**config.mk**
```make
export PLATFORM = sky130hd
export DESIGN_NAME = riscv_mul_pipe
export DESIGN_NICKNAME = d
export VERILOG_FILES = /design/src/rtl/riscv_mul_pipe_pkg.sv /design/src/rtl/riscv_mul_stage.sv /design/src/rtl/riscv_mul_pipe.sv
export SDC_FILE = /design/constraint.sdc
export NUM_CORES = 2
export LEC_CHECK = 0
export CAP_MARGIN = 20
export CORE_ASPECT_RATIO = 1.5
export CORE_UTILIZATION = 64
export CTS_BUF_LIST = sky130_fd_sc_hd__clkbuf_16
export CTS_CLUSTER_SIZE = 25
export DETAILED_ROUTE_END_ITERATION = 10
export GPL_TIMING_DRIVEN = 0
export PLACE_DENSITY = 0.83
export SYNTH_ARGS = -nofsm -noshare
export SYNTH_HDL_FRONTEND = slang
export SYNTH_HIERARCHICAL = 1
export SYNTH_SLANG_ARGS = --single-unit
```
**constraint.sdc**
```tcl
create_clock -name clk_i -period 22 [get_ports clk_i]
set_clock_uncertainty 0.15 [all_clocks]
set_input_delay 2.2 -clock clk_i [delete_from_list [all_inputs] [get_ports clk_i]]
set_output_delay 2.2 -clock clk_i [all_outputs]
set_load 0.02 [all_outputs]
```
**src/rtl/riscv_mul_pipe_pkg.sv**
```systemverilog
// RV32M multiply decode constants, operation encoding and the shared
// decode/product helpers used by the multiply pipeline.
package riscv_mul_pipe_pkg;

  localparam logic [31:0] INST_MUL         = 32'h02000033;
  localparam logic [31:0] INST_MUL_MASK    = 32'hfe00707f;
  localparam logic [31:0] INST_MULH        = 32'h02001033;
  localparam logic [31:0] INST_MULH_MASK   = 32'hfe00707f;
  localparam logic [31:0] INST_MULHSU      = 32'h02002033;
  localparam logic [31:0] INST_MULHSU_MASK = 32'hfe00707f;
  localparam logic [31:0] INST_MULHU       = 32'h02003033;
  localparam logic [31:0] INST_MULHU_MASK  = 32'hfe00707f;

  localparam int XLEN = 32;
  localparam int RW   = 5;

  typedef enum logic [1:0] {
    OP_MUL    = 2'd0,
    OP_MULH   = 2'd1,
    OP_MULHSU = 2'd2,
    OP_MULHU  = 2'd3
  } mul_op_e;

  typedef struct packed {
    logic    hit;
    mul_op_e op;
  } mul_dec_t;

  function automatic mul_dec_t mul_decode(input logic [31:0] insn, input logic en_mulh);
    mul_dec_t d;
    d.hit = 1'b0;
    d.op  = OP_MUL;
    if ((insn & INST_MUL_MASK) == INST_MUL) begin
      d.hit = 1'b1;
    end else if (en_mulh) begin
      if ((insn & INST_MULH_MASK) == INST_MULH) begin
        d.hit = 1'b1;
        d.op  = OP_MULH;
      end else if ((insn & INST_MULHSU_MASK) == INST_MULHSU) begin
        d.hit = 1'b1;
        d.op  = OP_MULHSU;
      end else if ((insn & INST_MULHU_MASK) == INST_MULHU) begin
        d.hit = 1'b1;
        d.op  = OP_MULHU;
      end
    end
    return d;
  endfunction

  // Low 64 bits of the 33x33 signed product equal the 64x64 product of the
  // sign/zero-extended operands, so a plain 64-bit multiply suffices.
  function automatic logic [XLEN-1:0] mul_result(input mul_op_e op,
                                                 input logic [XLEN-1:0] a,
                                                 input logic [XLEN-1:0] b);
    logic        sa, sb;
    logic [63:0] ax, bx, p;
    sa = (op == OP_MULH) || (op == OP_MULHSU);
    sb = (op == OP_MULH);
    ax = {{32{sa & a[31]}}, a};
    bx = {{32{sb & b[31]}}, b};
    p  = ax * bx;
    return (op == OP_MUL) ? p[31:0] : p[63:32];
  endfunction

endpackage

```
**src/rtl/riscv_mul_stage.sv**
```systemverilog
// One pipeline register slice: valid, destination tag and payload with
// reset > flush > hold priority.
module riscv_mul_stage
  import riscv_mul_pipe_pkg::*;
(
  input  logic            clk_i,
  input  logic            rst_i,
  input  logic            hold_i,
  input  logic            flush_i,
  input  logic            vld_i,
  input  logic [RW-1:0]   rd_i,
  input  logic [XLEN-1:0] dat_i,
  output logic            vld_o,
  output logic [RW-1:0]   rd_o,
  output logic [XLEN-1:0] dat_o
);

  logic            vld_q, vld_d;
  logic [RW-1:0]   rd_q, rd_d;
  logic [XLEN-1:0] dat_q, dat_d;

  always_comb begin
    vld_d = vld_q;
    rd_d  = rd_q;
    dat_d = dat_q;
    if (flush_i) begin
      vld_d = 1'b0;
      rd_d  = '0;
      dat_d = '0;
    end else if (!hold_i) begin
      vld_d = vld_i;
      rd_d  = rd_i;
      dat_d = dat_i;
    end
  end

  always_ff @(posedge clk_i) begin
    if (rst_i) begin
      vld_q <= 1'b0;
      rd_q  <= '0;
      dat_q <= '0;
    end else begin
      vld_q <= vld_d;
      rd_q  <= rd_d;
      dat_q <= dat_d;
    end
  end

  assign vld_o = vld_q;
  assign rd_o  = rd_q;
  assign dat_o = dat_q;

endmodule

```
**src/rtl/riscv_mul_pipe.sv**
```systemverilog
// RV32M multiply unit: decode and multiply feed stage 1, remaining stages
// just carry the result so writeback lands STAGES edges after accept.
module riscv_mul_pipe
  import riscv_mul_pipe_pkg::*;
#(
  parameter int STAGES       = 2,
  parameter int SUPPORT_MULH = 1
) (
  input  logic            clk_i,
  input  logic            rst_i,
  input  logic            opcode_valid_i,
  input  logic [31:0]     opcode_opcode_i,
  input  logic            opcode_invalid_i,
  input  logic [4:0]      opcode_rd_idx_i,
  input  logic [31:0]     opcode_ra_operand_i,
  input  logic [31:0]     opcode_rb_operand_i,
  input  logic            hold_i,
  input  logic            flush_i,
  output logic            writeback_valid_o,
  output logic [4:0]      writeback_rd_idx_o,
  output logic [31:0]     writeback_value_o
);

  mul_dec_t dec;
  logic     accept;

  logic [STAGES:0]           vld_pipe;
  logic [STAGES:0][RW-1:0]   rd_pipe;
  logic [STAGES:0][XLEN-1:0] dat_pipe;

  assign dec    = mul_decode(opcode_opcode_i, SUPPORT_MULH != 0);
  assign accept = opcode_valid_i & ~opcode_invalid_i & dec.hit & ~hold_i & ~flush_i;

  // Non-accepted slots enter as zeros so idle stages never carry stale data.
  assign vld_pipe[0] = accept;
  assign rd_pipe[0]  = accept ? opcode_rd_idx_i : '0;
  assign dat_pipe[0] = accept ? mul_result(dec.op, opcode_ra_operand_i, opcode_rb_operand_i) : '0;

  for (genvar i = 1; i <= STAGES; i++) begin : g_stage
    riscv_mul_stage u_stage (
      .clk_i   (clk_i),
      .rst_i   (rst_i),
      .hold_i  (hold_i),
      .flush_i (flush_i),
      .vld_i   (vld_pipe[i-1]),
      .rd_i    (rd_pipe[i-1]),
      .dat_i   (dat_pipe[i-1]),
      .vld_o   (vld_pipe[i]),
      .rd_o    (rd_pipe[i]),
      .dat_o   (dat_pipe[i])
    );
  end

  assign writeback_valid_o  = vld_pipe[STAGES];
  assign writeback_rd_idx_o = vld_pipe[STAGES] ? rd_pipe[STAGES]  : '0;
  assign writeback_value_o  = vld_pipe[STAGES] ? dat_pipe[STAGES] : '0;

endmodule
```
==> reports/metrics.yaml <==
rsz0062_at_grt: "no"
dr.pass1.iters: 7
dp.cells: 5487
synth-edff-count: 0
cp.arrival_ns: 14.34
grt_pass1_wl_mm: 243
cp_slowest_cell: "fa_1"
drc: 0
netlist.area_leader.share: 0.546
drtIter0Drc: 3731
wl_mm: 166
cts_tree: "yes"
path_clk_slew_ns: 0.06
h-tree-depth: 3
first_global_vias: 38103
area_delta_synth_final_pct: 6.98
grt_antenna_before_repair: 21
syn_inst: 4553
crit_required_ns: 22.12
syn_avg_cell_area_um2: 9.05
syn_nets: 5999
num-fill-cells: 4961
report.final.slew_viol_count: 0
grt_max_degree: 25
cap_viol_max_count: 0
ctsLongestPathBuffers: 2
status: "completed"
synth_area_leaders: "fa_1, inv_1, nand2_1, ha_1, and2_1"
grt_usage: 0.534
yosys_warnings: 6
wl_per_cell_um: 30.0
core-area_um2: 63500
dp_hpwl_mm: 135
period_share: 0.646
cts.sinks: 76
nets: 6149
startpoint: "opcode_opcode_i[5]"
final.setup.worst_slack_ns: 7.78
synth-seq-cells: 76
synth-seq-area-share: 0.0369
insertion_delay_ns: 0.33
min_period_ns: 14.22
async_reset_ff_frac: 0
setup_viol: 0
postCtsSetupBuffers: 0
numCtsBuffers: 9
fp-row-count: 113
die_h_um: 313
start_util: 0.649
routed_via_density: 6.29
fmax_ghz: 0.0703
yosys.area.top_type: "fa_1"
finalWeightedCongestion: 1.06
endpoint_kind: "register"
stdcell_count: 5546
hold_class: "reg -> reg"
vias: 34895
critPathKind: "in -> reg"
hp-start: "g_stage[2].u_stage/dat_o[18]"
ioPinCount: 145
pre_cts_ws_ns: 7.90
regArea_um2: 1520
setup_tns_ns: 0
die_x_um: 209
cts_resized: 0
hold_buffers: 0
port-buffer-count: 126
synth_flop_cell: "dfxtp_1"
multi_input_area_um2: 34400
worst_pin_slew_ns: 1.30
grt.overflow.total: 0
cp-start-kind: "primary input"
postRouteAntennaNets: 0
dieArea_um2: 65400
synthDistinctLibCells: 62
drive_gt1_frac: 0.0136
max-slew-margin-rel: 0.133
clock-root-buffer: "clkbuf_16"
reg2reg_from: "g_stage[2].u_stage/vld_o"
hold_viol_final: 0
slowest_delay_ns: 1.13
cp_max_fo: 10
netlist_area_um2: 41200
[cell usage in the layout, fill, tap and decap left out, types with 76 or more instances in the layout]
master	Yosys	routed
fa_1	1125	1124
clkbuf_1	227	227
clkdlybuf4s50_1	0	126
dfxtp_1	76	76
nand2_1	780	780
inv_1	1141	1142
nor2_1	129	129
ha_1	214	214
and2_1	368	368
mux2i_1	78	78
[critical path: cells and delay by family]
family	cells	cell delay [ns]
mux	2	0.21
buf+inv	10	2.70
fa+ha+maj	10	5.50
compound gates	8	1.77
simple gates	8	1.89
[path summary, 6_finish.rpt]
path,endpoint,slack (ns),cells after the start
max,g_stage[1].u_stage/dat_o[31],7.78,38
min,g_stage[2].u_stage/dat_o[18],0.34,2
max reg2reg,g_stage[2].u_stage/vld_o,20.99,2
min reg2reg,g_stage[2].u_stage/dat_o[18],0.34,2
[cells by family (layout without fill, tap and decap cells)]
group                      Yosys count  count (layout)  share of synthesized area
AOI/OAI and AO/OA                  222             222                     0.0350
xor gates and xnor gates            71              71                     0.0151
adders and majority gates         1339            1339                      0.611
buffers and inverters             1384            1539                      0.128
DFF                                 76              76                     0.0369
muxes                               79              79                     0.0192
other                                0              33                          0
and+or+nand+nor                   1382            1382                      0.154
[layer usage]
layer  part of all wire  wire length [um]  track usage  vias up
li1                   -                 -            -    13344
met1               0.29             48600        0.564    17291
met2               0.45             74200        0.817     2967
met3               0.13             20800        0.181     1287
met4               0.14             22600        0.549        6
met5            0.00020                34            0        -
[cell type report]
| type | count | share of cell area |
|---|---|---|
| multi-input cells | 3093 | 0.780 |
| inverters | 1141 | 0.0971 |
| flip-flops and latches | 76 | 0.0345 |
| repair buffers | 139 | 0.0333 |
| well taps | 805 | 0.0228 |
| plain buffers | 243 | 0.0228 |
| clock buffers | 9 | 0.00511 |
| clock inverters | 7 | 0.00207 |
| diodes | 33 | 0.00187 |
[through the flow]
stage	area [um2]	hold WS (ns)	utilization
5_1_grt	44000	0.359	0.694
2_1_floorplan	41200	0.305	-
3_3_place_gp	43500	0.317	0.685
4_1_cts	43900	0.344	0.691
6_report	44100	0.341	0.695
3_5_place_dp	43500	0.330	0.686
[flip-flops by register name, indices dropped and copies added, names as in the netlist]
register	flops
g_stage.u_stage/rd_o	10
g_stage.u_stage/vld_o	2
g_stage.u_stage/dat_o	64
[synth_stat cells (all sizes together) (16+ instances only)]
master  number
inv       1141
o21ai       34
o22ai       16
xnor2       49
buf         16
mux2i       78
ha         214
clkbuf     227
a21o        40
and2       368
nor2       129
dfxtp       76
a21oi       72
xor2        22
nand2      780
fa        1125
Power is left out: the tool's default activity adds up to more than one toggle a clock period on the data nets, which glitch-free logic cannot reach.
